`src/rtl/if_fetch_stage_if.sv`:
```
// Instruction-memory request/acknowledge bundle between the fetch stage and imem.
interface if_fetch_stage_if;
  logic        imem_req;
  logic [31:0] imem_addr;
  logic [31:0] imem_rdata;
  logic        imem_ack;

  modport master (
    output imem_req,
    output imem_addr,
    input  imem_rdata,
    input  imem_ack
  );

  modport slave (
    input  imem_req,
    input  imem_addr,
    output imem_rdata,
    output imem_ack
  );
endinterface

```
`src/rtl/if_fetch_stage.sv`:
```
// Instruction-fetch stage: owns the PC and fetches over a variable-latency req/ack
// handshake. It handles EXE redirects and hazard freeze. Outputs are zero whenever
// no instruction is presented.
module if_fetch_stage #(
  parameter logic [31:0] RESET_PC = 32'h0000_0000,
  parameter int unsigned PC_INC   = 4
) (
  input  logic                     clk,
  input  logic                     rst,
  input  logic                     freeze,
  input  logic                     branch_taken,
  input  logic [31:0]              branch_addr,
  if_fetch_stage_if.master         imem_io,
  output logic [31:0]              PC,
  output logic [31:0]              Instruction,
  output logic                     inst_valid
);

  typedef enum logic [1:0] {StIdle, StReq, StHold, StDrain} state_e;

  state_e      state_q, state_d;
  logic [31:0] pc_q, pc_d;
  logic [31:0] hold_inst_q, hold_inst_d;
  logic [31:0] hold_pc_q, hold_pc_d;
  logic [31:0] redirect_pc_q, redirect_pc_d;
  logic [31:0] pc_next_seq;

  // Sequential successor; wraps naturally modulo 2^32.
  assign pc_next_seq = pc_q + 32'(PC_INC);

  // State register with synchronous active-low reset.
  always_ff @(posedge clk) begin
    if (!rst) begin
      state_q       <= StIdle;
      pc_q          <= RESET_PC;
      hold_inst_q   <= '0;
      hold_pc_q     <= '0;
      redirect_pc_q <= '0;
    end else begin
      state_q       <= state_d;
      pc_q          <= pc_d;
      hold_inst_q   <= hold_inst_d;
      hold_pc_q     <= hold_pc_d;
      redirect_pc_q <= redirect_pc_d;
    end
  end

  // Next-state logic and state-decoded outputs.
  always_comb begin
    state_d           = state_q;
    pc_d              = pc_q;
    hold_inst_d       = hold_inst_q;
    hold_pc_d         = hold_pc_q;
    redirect_pc_d     = redirect_pc_q;
    imem_io.imem_req  = 1'b0;
    imem_io.imem_addr = pc_q;
    inst_valid        = 1'b0;
    PC                = '0;
    Instruction       = '0;

    unique case (state_q)
      StIdle: begin
        state_d = StReq;
        if (branch_taken) pc_d = branch_addr;
      end

      StReq: begin
        imem_io.imem_req = 1'b1;
        if (!imem_io.imem_ack) begin
          // Address must stay stable until ack, so a redirect waits in DRAIN.
          if (branch_taken) begin
            redirect_pc_d = branch_addr;
            state_d       = StDrain;
          end
        end else if (branch_taken) begin
          pc_d = branch_addr;
        end else begin
          inst_valid  = 1'b1;
          Instruction = imem_io.imem_rdata;
          PC          = pc_next_seq;
          if (freeze) begin
            // IF/ID ignores this cycle; keep the pair until freeze lifts.
            hold_inst_d = imem_io.imem_rdata;
            hold_pc_d   = pc_next_seq;
            state_d     = StHold;
          end else begin
            pc_d = pc_next_seq;
          end
        end
      end

      StHold: begin
        inst_valid  = 1'b1;
        Instruction = hold_inst_q;
        PC          = hold_pc_q;
        if (branch_taken) begin
          pc_d    = branch_addr;
          state_d = StReq;
        end else if (!freeze) begin
          pc_d    = pc_next_seq;
          state_d = StReq;
        end
      end

      StDrain: begin
        imem_io.imem_req = 1'b1;
        if (branch_taken) redirect_pc_d = branch_addr;
        if (imem_io.imem_ack) begin
          // Last redirect wins, including one arriving with the ack.
          pc_d    = branch_taken ? branch_addr : redirect_pc_q;
          state_d = StReq;
        end
      end

      default: state_d = StIdle;
    endcase
  end

endmodule

```
`src/flat_wrapper.sv`:
```
// flat-port wrapper written by rule: the top's interface ports become plain ports
module if_fetch_stage_flat 
#(
  parameter logic [31:0] RESET_PC = 32'h0000_0000,
  parameter int unsigned PC_INC   = 4
)
  (clk, rst, freeze, branch_taken, branch_addr, PC, Instruction, inst_valid, imem_io_imem_req, imem_io_imem_addr, imem_io_imem_rdata, imem_io_imem_ack);
  if_fetch_stage_if imem_io_i ();
  input  logic clk;
  input  logic rst;
  input  logic freeze;
  input  logic branch_taken;
  input  logic [31:0] branch_addr;
  output logic [31:0] PC;
  output logic [31:0] Instruction;
  output logic inst_valid;
  output wire logic [$bits(imem_io_i.imem_req)-1:0] imem_io_imem_req;
  output wire logic [$bits(imem_io_i.imem_addr)-1:0] imem_io_imem_addr;
  input wire logic [$bits(imem_io_i.imem_rdata)-1:0] imem_io_imem_rdata;
  input wire logic [$bits(imem_io_i.imem_ack)-1:0] imem_io_imem_ack;
  assign imem_io_imem_req = imem_io_i.imem_req;
  assign imem_io_imem_addr = imem_io_i.imem_addr;
  assign imem_io_i.imem_rdata = imem_io_imem_rdata;
  assign imem_io_i.imem_ack = imem_io_imem_ack;
  if_fetch_stage #(.RESET_PC(RESET_PC), .PC_INC(PC_INC)) u_core (.clk(clk), .rst(rst), .freeze(freeze), .branch_taken(branch_taken), .branch_addr(branch_addr), .imem_io(imem_io_i), .PC(PC), .Instruction(Instruction), .inst_valid(inst_valid));
endmodule
```
`config.mk`:
```
export PLATFORM = sky130hd
export DESIGN_NAME = if_fetch_stage_flat
export DESIGN_NICKNAME = d
export VERILOG_FILES = /design/src/rtl/if_fetch_stage_if.sv /design/src/rtl/if_fetch_stage.sv /design/src/flat_wrapper.sv
export SDC_FILE = /design/constraint.sdc
export NUM_CORES = 1
export LEC_CHECK = 0
export BUFFER_PORTS_ARGS = -buffer_cell sky130_fd_sc_hd__buf_2
export CORE_MARGIN = 10
export CORE_UTILIZATION = 38
export DETAILED_ROUTE_END_ITERATION = 8
export SETUP_SLACK_MARGIN = 0.05
export SYNTH_ARGS = -nofsm -noshare
export SYNTH_HDL_FRONTEND = slang
export SYNTH_SLANG_ARGS = --single-unit
```
`constraint.sdc`:
```
create_clock -name clk -period 2.59 [get_ports clk]
set_clock_uncertainty 0.15 [all_clocks]
set_input_delay 0.3885 -clock clk [delete_from_list [all_inputs] [get_ports clk]]
set_output_delay 0.3885 -clock clk [all_outputs]
set_load 0.01 [all_outputs]
```
==> impl_metrics.py <==
metrics = {
    "synth": {
        "netlist-cell-type-count": 57,
        "synth_area_um2": 6944,
        "post-synth-top-area-fraction": 0.3748,
        "synthesis.instances": 917,
        "synth_ff_type": "dfxtp_1",
        "async_flop_share": 0,
        "avgSynthCellArea_um2": 7.573,
        "synth_edf_count": 0,
        "synth_top_area_cell": "dfxtp_1",
        "yosys-top-cells-area": "dfxtp_1 37%, nand2_1 9.7%, a21oi_1 6.6%, a22oi_1 5.0%, nor2b_1 4.2%",
        "synthesis.yosys.warnings": 0,
        "synth_sequential_area_ratio": 0.3748,
        "synth_seq_cells": 130,
        "mappedNetlistNets": 992,
    },
    "setup_path": {
        "reg2reg_depth": 16,
        "critPathLaunchType": "flip-flop",
        "timing.critical_path.to_type": "flip-flop",
        "worst_setup_path_category": "flip-flop to flip-flop",
        "critical_path.most_common_cell": "buf_4",
        "path_cells": "ha_4 > nand4_1 > buf_6 > buf_6 > nor4_4 > nand3_2 > buf_4 > buf_4 > buf_4 > buf_4 > buf_4 > buf_4 > buf_4 > buf_4 > mux2i_1 > o22ai_1",
        "cpMaxStageDelayCell": "dfxtp_2",
        "crit_path_max_fanout": 4,
        "cp.arrival_ns": 2.88,
        "required_time_reported_for_the_critical_path_endpoint_ns": 2.73,
        "largest_incremental_delay_on_the_critical_path_ns": 0.36,
    },
    "finish": {
        "antennaDiodeCount": 0,
        "share_of_cells_above_drive_strength_1": 0.3819,
        "area_delta_synth_final_pct": 48.85,
        "num-nets-final": 1236,
        "fillerInstances": 1607,
        "instances_no_fill": 1402,
        "most-common-layout-cells": "171 x nand2_1, 165 x buf_2, 116 x dfxtp_1, 109 x buf_4, 91 x a21oi_1",
        "final_common_cell": "nand2_1",
    },
    "clock_network": {
        "postCtsHoldBufs": 0,
        "number_of_buffers_on_the_longest_clock_path": 2,
        "cts_sinks": 130,
        "cts_tree": "yes",
        "ctsHtreeMaxLevel": 4,
        "cts_buffer_count": 17,
        "worst_setup_hold_path_clk_slew_ns": 0.06,
        "cts-root-buf": "clkbuf_16",
        "worstSkewPairLatency_ns": 0.42,
    },
    "grt": {
        "grt_start_max_net_pins": 82,
        "grt_overflow_total": 0,
        "grt_pass1_vias": 7180,
        "grt_first_pass_wirelength_mm": 40.55,
        "grt_antenna_before_repair": 1,
        "gr-usage-all-layers": 0.2063,
    },
    "placed_design": {
        "numPlacedInstances": 1306,
        "pre_cts_slack_ns": 0.1471,
        "io_buffer_count": 166,
        "dp_hpwl_mm": 17.95,
        "place_congestion": 0.9034,
    },
    "worst_hold_path": {
        "hold_path.class": "input port to flip-flop",
        "worst_hold_path.num_cells": 3,
    },
    "timing": {
        "setup_viol": 16,
        "slew_headroom": 0.5868,
        "drv_slew": 0,
        "report.final.hold_viol_count": 0,
        "period_needed_ns": 2.742,
        "unrepaired_setup_endpoints_after_global_routing": "true",
        "post-route-worst-setup-slack_ns": -0.1516,
        "highest_clock_frequency_the_design_can_meet_mhz": 364.7,
        "worst-slew-pin-transition_ns": 0.6186,
        "timing.final.crit_share": 1.059,
    },
    "run": {
        "max_cap_violations": 0,
    },
    "drt": {
        "routed-via-count": 7745,
        "route.detailed.wl_per_inst_um": 19.22,
        "remaining_drc_errors": 0,
        "first_iter_violations": 762,
        "route.final.wire_length_mm": 26.94,
        "viasPerCell": 5.524,
        "postRouteAntennaNets": 0,
        "drt_pre_antenna_iters": 5,
    },
    "floorplanning": {
        "rows": 49,
        "fp.dieArea_um2": 24080,
        "io_pins": 167,
        "core_area_um2": 17960,
        "die_y_um": 155.2,
        "floorplan.initialDensity": 0.3866,
        "die-width_um": 155.2,
    },
    "pwr": {
        "p_leak_nw": 4.238,
        "power-per-cell-area_nw_per_um2": 677.1,
        "switching_share": 0.3169,
        "p_clk_frac": 0.380,
        "p_comb_frac": 0.292,
        "sequentialPowerShare": 0.329,
        "power.ir.vdd_worst_uv": 522.8,
        "power.internal_mw": 4.781,
        "p_sw_mw": 2.218,
    },
    "status": {
        "run_status": "finished, violations left",
        "failed_checks": "setup timing",
    },
}
[state kept, by name (all words and copies together), names as in the netlist]
signal / cells
u_core.hold_inst_q: 32
u_core.hold_pc_q: 32
u_core.imem_io.imem_addr: 32
u_core.redirect_pc_q: 32
u_core.state_q: 2
[per-layer routing]
metal	wire length (um)	part of all wire	vias up	GRT usage
li1	-	-	3753	-
met1	11990	0.45	3633	0.2853
met2	12240	0.45	318	0.3120
met3	2097	0.078	41	0.04522
met4	612	0.023	0	0.06462
met5	0	0	-	0
[worst max-delay path: cells and delay by family (launching register included)]
kind | cells | cell delay, ns
AO/OA/AOI/OAI | 1 | 0.09
buffers and inverters | 10 | 1.28
flip-flops | 1 | 0.36
AND/OR/NAND/NOR | 3 | 0.41
multiplexers | 1 | 0.17
adder cells (fa/ha/maj) | 1 | 0.15
[logic make-up (layout without fill, tap and decap cells)]
| kind of cell | count (synthesis) | after routing | share of synthesized area |
|---|---|---|---|
| flops | 130 | 130 | 0.3748 |
| buf+inv | 92 | 348 | 0.05315 |
| mux | 12 | 12 | 0.01730 |
| compound gates | 280 | 280 | 0.2596 |
| simple gates | 371 | 371 | 0.2515 |
| fa+ha+maj | 6 | 6 | 0.01081 |
| xor+xnor | 26 | 26 | 0.03279 |
[path summary, 6_finish.rpt]
check / from / endpoint / slack, ns
max: u_core.imem_io.imem_addr[2] / u_core.imem_io.imem_addr[30] / -0.15
max reg2reg: u_core.imem_io.imem_addr[2] / u_core.imem_io.imem_addr[30] / -0.15
min: imem_io_imem_rdata[0] / u_core.hold_inst_q[0] / 0.06
min reg2reg: u_core.redirect_pc_q[7] / u_core.redirect_pc_q[7] / 0.30
[per-stage QoR]
stage          power (mW)  setup TNS, ns  hold slack (ns)    util  area, um^2
3_5_place_dp        3.982              0           0.2969  0.4640        8335
5_1_grt             7.292         -3.053          0.06444  0.5754       10340
4_1_cts             6.850         -1.301          0.05530  0.5445        9781
6_report            6.998         -1.049          0.06200  0.5754       10340
2_1_floorplan       3.251              0           0.2860       -        6944
3_3_place_gp        3.974              0           0.2920  0.4640        8335
[layout make-up]
| cell class | instances | area [um^2] | area share |
|---|---|---|---|
| sequential | 130 | 2625 | 0.2540 |
| inverter | 11 | 47.55 | 0.004600 |
| timing repair buffer | 306 | 2153 | 0.2083 |
| tap | 229 | 286.5 | 0.02772 |
| multi-input combinational | 695 | 4574 | 0.4426 |
| clock buffer | 18 | 439.2 | 0.04249 |
| clock inverter | 13 | 210.2 | 0.02034 |
[power by group through the flow]
| stage | Clock, mW | Sequential [mW] | Combinational (mW) |
|---|---|---|---|
| after global routing | 2.78 | 2.32 | 2.19 |
| after detailed placement | 0 | 2.31 | 1.67 |
| after CTS | 2.69 | 2.28 | 1.88 |
| final | 2.66 | 2.30 | 2.04 |
| after floorplan | 0 | 2.37 | 0.878 |
| after global placement | 0 | 2.31 | 1.67 |
[cells in the mapped netlist, types with 3 or more instances]
library cell  count
mux2i_1          12
and3_1            6
a31oi_1           7
a211oi_1          7
xnor2_1          11
o21bai_1          3
nand4_1           9
nor4_1           10
buf_1             3
o32ai_1           8
a221oi_1         15
nor2b_1          47
or3_1             3
dfxtp_1         130
o21a_1            3
o21ai_0          57
nand3_1          14
a2111oi_0         5
and2_1            5
a22oi_1          46
clkbuf_1         63
ha_1              6
nor3_1           24
inv_1            10
o211ai_1          3
xor2_1           15
nor2_1           57
nand2_1         179
buf_2            12
a21oi_1          91
or4_1             4
a22o_1           14
[what timing repair did]
| item | CTS | global route |
|---|---|---|
| setup endpoints to repair | 63 | 71 |
| hold endpoints to repair | 0 | 0 |
| pin swaps | 26 | 31 |
| buffers inserted | 40 | 20 |
| cloned | 4 | 3 |
| gates resized for setup | 97 | 89 |
Power figures use the tool's default switching activity.
